--- config.mk ---
export PLATFORM = sky130hd
export DESIGN_NAME = priority_code_tx
export DESIGN_NICKNAME = d
export VERILOG_FILES = /design/src/rtl/pcode_pkg.sv /design/src/rtl/pcode_prio_enc.sv /design/src/rtl/priority_code_tx.sv
export SDC_FILE = /design/constraint.sdc
export NUM_CORES = 1
export LEC_CHECK = 0
export ABC_AREA = 1
export CAP_MARGIN = 20
export CORE_UTILIZATION = 45
export DETAILED_ROUTE_END_ITERATION = 8
export PLACE_DENSITY = 0.75
export REMOVE_ABC_BUFFERS = 1
export SLEW_MARGIN = 15
export SYNTH_ARGS = -nofsm -noshare
export SYNTH_HDL_FRONTEND = slang
export SYNTH_SLANG_ARGS = --single-unit
--- constraint.sdc ---
create_clock -name clk -period 3.83 [get_ports clk]
set_input_delay 0.766 -clock clk [delete_from_list [all_inputs] [get_ports clk]]
set_output_delay 0.766 -clock clk [all_outputs]
set_load 0.01 [all_outputs]
--- src/rtl/pcode_pkg.sv ---
// rtl/pcode_pkg.sv - shared types and helpers for the priority code transmitter
// Purpose: FSM state encoding and the code-width derivation used by
//          priority_code_tx and pcode_prio_enc.
// Ports:   none (package).
package pcode_pkg;

    typedef enum logic [0:0] {
        ST_IDLE = 1'b0,
        ST_SEND = 1'b1
    } pcode_state_t;

    // Width of a binary index into a req_w-bit vector (minimum 1 bit).
    function automatic int pcode_code_w(input int req_w);
        int w;
        w = 1;
        while ((1 << w) < req_w) begin
            w = w + 1;
        end
        return w;
    endfunction

endpackage

--- src/rtl/pcode_prio_enc.sv ---
// rtl/pcode_prio_enc.sv - combinational highest-set-bit encoder
// Purpose: returns the index of the highest set bit of vec, whether any bit
//          is set, and whether exactly one bit is set.
// Ports:   vec    in  REQ_W   vector to encode
//          code   out CODE_W  highest set index (0 when nothing set)
//          any    out 1       at least one bit set
//          onehot out 1       exactly one bit set
module pcode_prio_enc
    import pcode_pkg::*;
#(
    parameter int REQ_W  = 8,
    parameter int CODE_W = pcode_code_w(REQ_W)
) (
    input  logic [REQ_W-1:0]  vec,
    output logic [CODE_W-1:0] code,
    output logic              any,
    output logic              onehot
);

    // Scan low to high so the last hit is the highest index. A bit only
    // counts when it compares equal to 1, so an unknown bit is "not set".
    // onehot goes true on the first hit and false on any later hit.
    always_comb begin
        code   = '0;
        any    = 1'b0;
        onehot = 1'b0;
        for (int i = 0; i < REQ_W; i++) begin
            if (vec[i] == 1'b1) begin
                code   = CODE_W'(i);
                onehot = !any;
                any    = 1'b1;
            end
        end
    end

endmodule

--- src/rtl/priority_code_tx.sv ---
// rtl/priority_code_tx.sv - sequential priority encoder / code transmitter
// Purpose: accepts a request vector and emits the index of every set bit,
//          highest first, one code per code_valid/code_ready handshake.
//          Optional parity output enabled by macro PCODE_PARITY_EN.
// Ports:   clk, rst_n               clock, synchronous active-low reset
//          req_valid/req_ready      request vector handshake, req_vec data
//          code_valid/code_ready    code stream handshake
//          code, code_last          current index, final code of the vector
//          code_par                 even parity over {code_last, code}
//                                   (PCODE_PARITY_EN only)
//          busy                     a vector is being transmitted
module priority_code_tx
    import pcode_pkg::*;
#(
    parameter  int REQ_W  = 8,
    localparam int CODE_W = pcode_code_w(REQ_W)
) (
    input  logic              clk,
    input  logic              rst_n,
    input  logic              req_valid,
    output logic              req_ready,
    input  logic [REQ_W-1:0]  req_vec,
    output logic              code_valid,
    input  logic              code_ready,
    output logic [CODE_W-1:0] code,
    output logic              code_last,
`ifdef PCODE_PARITY_EN
    output logic              code_par,
`endif
    output logic              busy
);

    pcode_state_t       r_state;
    pcode_state_t       w_state_nxt;
    logic [REQ_W-1:0]   r_pending;
    logic [REQ_W-1:0]   w_pending_nxt;
    logic [CODE_W-1:0]  w_code;
    logic               w_any;
    logic               w_onehot;

    pcode_prio_enc #(
        .REQ_W  (REQ_W),
        .CODE_W (CODE_W)
    ) u_enc (
        .vec    (r_pending),
        .code   (w_code),
        .any    (w_any),
        .onehot (w_onehot)
    );

    always_ff @(posedge clk) begin
        if (!rst_n) begin
            r_state   <= ST_IDLE;
            r_pending <= '0;
        end else begin
            r_state   <= w_state_nxt;
            r_pending <= w_pending_nxt;
        end
    end

    always_comb begin
        w_state_nxt   = r_state;
        w_pending_nxt = r_pending;
        req_ready     = 1'b0;
        code_valid    = 1'b0;
        case (r_state)
            ST_IDLE: begin
                req_ready = 1'b1;
                // An all-zero vector is consumed without producing a beat.
                if (req_valid && (req_vec != '0)) begin
                    w_pending_nxt = req_vec;
                    w_state_nxt   = ST_SEND;
                end
            end
            ST_SEND: begin
                code_valid = 1'b1;
                if (!w_any) begin
                    // Only unknown bits remain: nothing encodable, so leave
                    // rather than sit in SEND forever.
                    w_pending_nxt = '0;
                    w_state_nxt   = ST_IDLE;
                end else if (code_ready) begin
                    w_pending_nxt[w_code] = 1'b0;
                    if (w_onehot) begin
                        w_pending_nxt = '0;
                        w_state_nxt   = ST_IDLE;
                    end
                end
            end
            default: begin
                w_pending_nxt = '0;
                w_state_nxt   = ST_IDLE;
            end
        endcase
    end

    // Outputs derive only from registered pending, so they hold while the
    // consumer stalls and read 0 whenever the block is idle or in reset.
    assign code      = w_code;
    assign code_last = w_onehot;
    assign busy      = (r_state == ST_SEND);

`ifdef PCODE_PARITY_EN
    assign code_par = ^{w_onehot, w_code};
`endif

endmodule
Yosys cells after proc, flatten, opt, wreduce, memory -nomap -nowiden --
Cells that the tools add are included.
Storage, ports and cells: bits in registers 9, logic and storage cells 56, output and inout bits 7
Cells by class: multiplexer cells 36, magnitude comparators 2, eq/ne operators 2, reduce and logical (&&, ||, !) cells 11, bitwise gates (word level) 3
Operator list (number):
- $mux W8 | 4
- $mux W1 | 23
- $mux W3 | 6
- $pmux W8 S2 | 1
- $and A8 B8 Y8 | 1
- $not A8 Y8 | 1
- $reduce_bool A8 Y1 | 1
- $logic_not A1 Y1 | 7
- $lt A3 B4 Y1 const B | 1
- $demux W1 S3 | 1
- $ge A3 B1 Y1 const B | 1
- $ne A3 B3 Y1 const B | 1
- $logic_and A1 B1 Y1 | 2
- $ne A2 B2 Y1 const B | 1
- $pmux W1 S2 | 1
- $reduce_and A2 Y1 | 1
- $not A1 Y1 | 1

Logic depth before layout (Yosys ltp) --
word-level depth 17, depth in mapped cells 11, depth with buffers taken out 11

Modules after synthesis --
From an unflattened synthesis, not the netlist that was laid out.
Unflattened totals: cell total of the unflattened synthesis 115, area, all modules 689.4 um2
By module, submodules not included:
- priority_code_tx | seq. area each 180.2 um2, area each 499.2 um2, cells an instance 75, instances 1
- pcode_prio_enc | seq. area each 0.0 um2, area each 190.2 um2, cells an instance 40, instances 1

Worst setup path after synthesis --
Ideal clock, no wire load.
path type reg2out, start point reg r_pending[1], end point out code_last, arrival time 973 ps, stages on the path, launching flop included 8, setup slack 2091 ps, cells stage by stage dfxtp_1 inv_1 ha_1 o21bai_1 nand3_1 nand2_1 nand2_1 nand2_1
Between the ends: cells in the longest elaborated chain, start to end 8
RTL lines:
- start, declared | line priority_code_tx.sv:35 | logic [REQ_W-1:0] r_pending;
- start signal, assigned | line priority_code_tx.sv:57 | r_pending <= w_pending_nxt;
- $mux W1 | line pcode_prio_enc.sv:28 | if (vec[i] == 1'b1) begin
- $logic_not A1 Y1 / $mux W1 (equally long branches) | line pcode_prio_enc.sv:30, pcode_prio_enc.sv:28
- $mux W1 / $logic_not A1 Y1 (equally long branches) (5 in a row) | line pcode_prio_enc.sv:28, pcode_prio_enc.sv:30
- $mux W1 (*) | line pcode_prio_enc.sv:28
- end, declared | line priority_code_tx.sv:26 | output logic code_last,
Mark *: on every way between the ends. The rest lies on a longest branch, timed or not.

Final worst setup path --
Ends and elaborated chain as after synthesis.

==> qor.txt <==
Area share of the largest cell type after synthesis: 26.0%
Post-Place Cells: 144
Core Util, Final: 66.7%
Routed vias/inst: 5.05
CP cell instances: inv_1 > ha_1 > inv_1 > nand2_1 > nand3_1 > nand2_1 > nand2_1 > nand2_1 > clkdlybuf4s50_1
Die width: 41.2 um
CP max-delay cell: clkdlybuf4s50_1
Register area: 180 um^2
Async SR Flop Fraction: 0%
Final worst setup slack: 1.26 ns
Ys flop type: dfxtp_1
Met1 Usage GRT: 27.5%
Post-synth EDFFs: 0
TritonCTS clock tree: yes
Die Ht: 41.2 um
Share of layout cells above drive strength 1: 11.3%
Routed Antenna Nets: 0
Final setup fails: 0
Critical path launch point type: register
Vias in the first global route: 603
Setup TNS Final: 0 ns
Most used cell, CP: nand2_1
RSZ-0062 raised after global routing: false
Clock root buffer: clkbuf_4
RD Place Congestion: 0.801
WL per Instance: 10.7 um
Remaining DRCs: 0
GRT Util Overall: 22.5%
Synth cell types: 21
Vias: 747
Critical path buffers and inverters: 3
Crit Path Class: register to output pin
Fin crit share: 67.0%
Yosys warning count: 0
Hold crit path type: register to register
Cell with the most instances after synthesis: nand2_1
Area occupied by multi-input gates: 434 um^2
Max Cap Viol: 0
Max Fclk: 390 MHz
Final #Nets: 147
First-pass GRT wire length: 2440 um
Cts repair resizes: 0
Initial Utilization: 50.7%
Initial DRC Count: 11
Seq/Total Area, Yosys: 26.0%
Busiest grt layer: met2
Met2 Usage GRT: 38.7%
Sink Count: 9
Arr. time, crit path: 1.80 ns
Met3 GRT Util: 3.26%
Die area: 1700 um^2
Initial antenna violation count: 0
Mapped cell area: 693 um^2
Pre-CTS setup slack: 1.52 ns
Pleak: 0.419 nW
Peak per-stage delay on the critical path: 0.53 ns
Io pins: 19
Detailed Route WL: 1590 um
Fillers: 133
Largest area contributor in the netlist: dfxtp_1
HPWL after detailed placement: 1320 um
Clock buffer depth: 2
Non-filler cells, final: 148
Post-Route Skew: 0.00320 ns
Worst-path fanout max: 3
Post-CTS setup buffer count: 0
Power per cell area: 396 nW/um^2
Worst VDD drop: 266 uV
Min Clock Period, post-route: 2.57 ns
Final Hold Fails: 0
Worst-margin pin slew: 0.322 ns
Max Slew Vio Count: 0
CP Capture Type: output pin
Mean Syn Cell Area: 6.19 um^2
P&R area growth vs syn: 31.4%
Worst skew pair latency: 0.26 ns
#FFs+latches synth: 9
CTS H-tree lvls: 1
Hold bufs inserted after CTS: 0
Site Rows: 13
Commonest cells in the netlist: nand2_1 (36), inv_1 (17), a21oi_1 (9), dfxtp_1 (9), nand3_1 (9)
Core box area: 1370 um^2
GR Overflow Total: 0
Family with the most delay on the worst path: buffers and inverters
First drt pass iteration count: 4
Critical Path RT: 3.06 ns
Worst-path clk slew: 0.06 ns
PortBufs: 18
Outcome: completed
CTS buffer count: 3
Largest net degree at the start of global routing: 11
Diode count: 0
Relative slew margins: 78.5%
Mapped Cells: 112
Top cells by area, synth: dfxtp_1 (26%), nand2_1 (19%), inv_1 (9.2%)
-- kinds of logic (layout without fill, tap and decap cells) --
group / count (synthesis) / in the layout / share of synthesized area (%)
AO/OA/AOI/OAI: 20 / 20 / 16.1
AND/OR/NAND/NOR: 62 / 62 / 44.8
adder cells (fa/ha/maj): 1 / 1 / 1.80
buffers and inverters: 20 / 41 / 11.4
flip-flops: 9 / 9 / 26.0
-- final cells by class --
type | count | share of cell area [%]
clock buffers | 4 | 2.88
inverters | 19 | 7.83
multi-input cells | 83 | 47.7
flip-flops and latches | 9 | 19.8
well taps | 15 | 2.06
repair buffers | 18 | 19.8
-- where the power goes --
part | internal, mW | switching [mW] | leakage, nW | total, mW
Combinational | 0.0773 | 0.0873 | 0.330 | 0.165
Sequential | 0.104 | 0.0169 | 0.0742 | 0.120
Clock | 0.0402 | 0.0351 | 0.0150 | 0.0753
-- sequential cells by signal, indices dropped and copies added, names as in the netlist --
register and flops:
r_pending 8, busy 1
-- worst paths after layout --
path                     start            to  slack (ns)  cells past startpoint
setup / recovery  r_pending[1]     code_last        1.26                      9
hold reg to reg   r_pending[0]  r_pending[0]        0.48                      2
hold / removal    r_pending[0]  r_pending[0]        0.48                      2
setup reg to reg  r_pending[1]  r_pending[1]        2.32                     10
-- routing by layer --
layer	up-vias	share of wire (%)
met5	-	0
li1	398	-
met2	16	48
met4	0	1.5
met3	4	3.2
met1	329	47
-- cell usage in the layout, fill, tap and decap left out --
master and instances:
nand2_1 36, clkdlybuf4s50_1 18, inv_1 17, nand3_1 9, a21oi_1 9, dfxtp_1 9
nor2_1 6, o21ai_0 5, nor2_4 4, o21bai_1 3, clkbuf_4 3, nand2_2 2
inv_2 2, nand4_1 1, nor2_2 1, nand2_4 1, nand2_8 1, o21ai_1 1
o211ai_1 1, or2_2 1, a31oi_1 1, ha_1 1, clkbuf_1 1
-- tightest hold or removal path: cells and delay by family, from the launching register on --
family / cells / cell delay [ns]
flip-flops: 1 / 0.32
AND/OR/NAND/NOR: 1 / 0.07
AO/OA/AOI/OAI: 1 / 0.05
-- metrics by stage --
stage               hold slack, ns  cell area, um^2  total power [mW]
CTS                          0.475              911             0.362
global route                 0.520              911             0.393
finish                       0.478              911             0.360
detailed placement           0.467              885             0.289
floorplan                    0.439              686             0.223
global placement             0.455              885             0.285
Power figures use the tool's default switching activity.
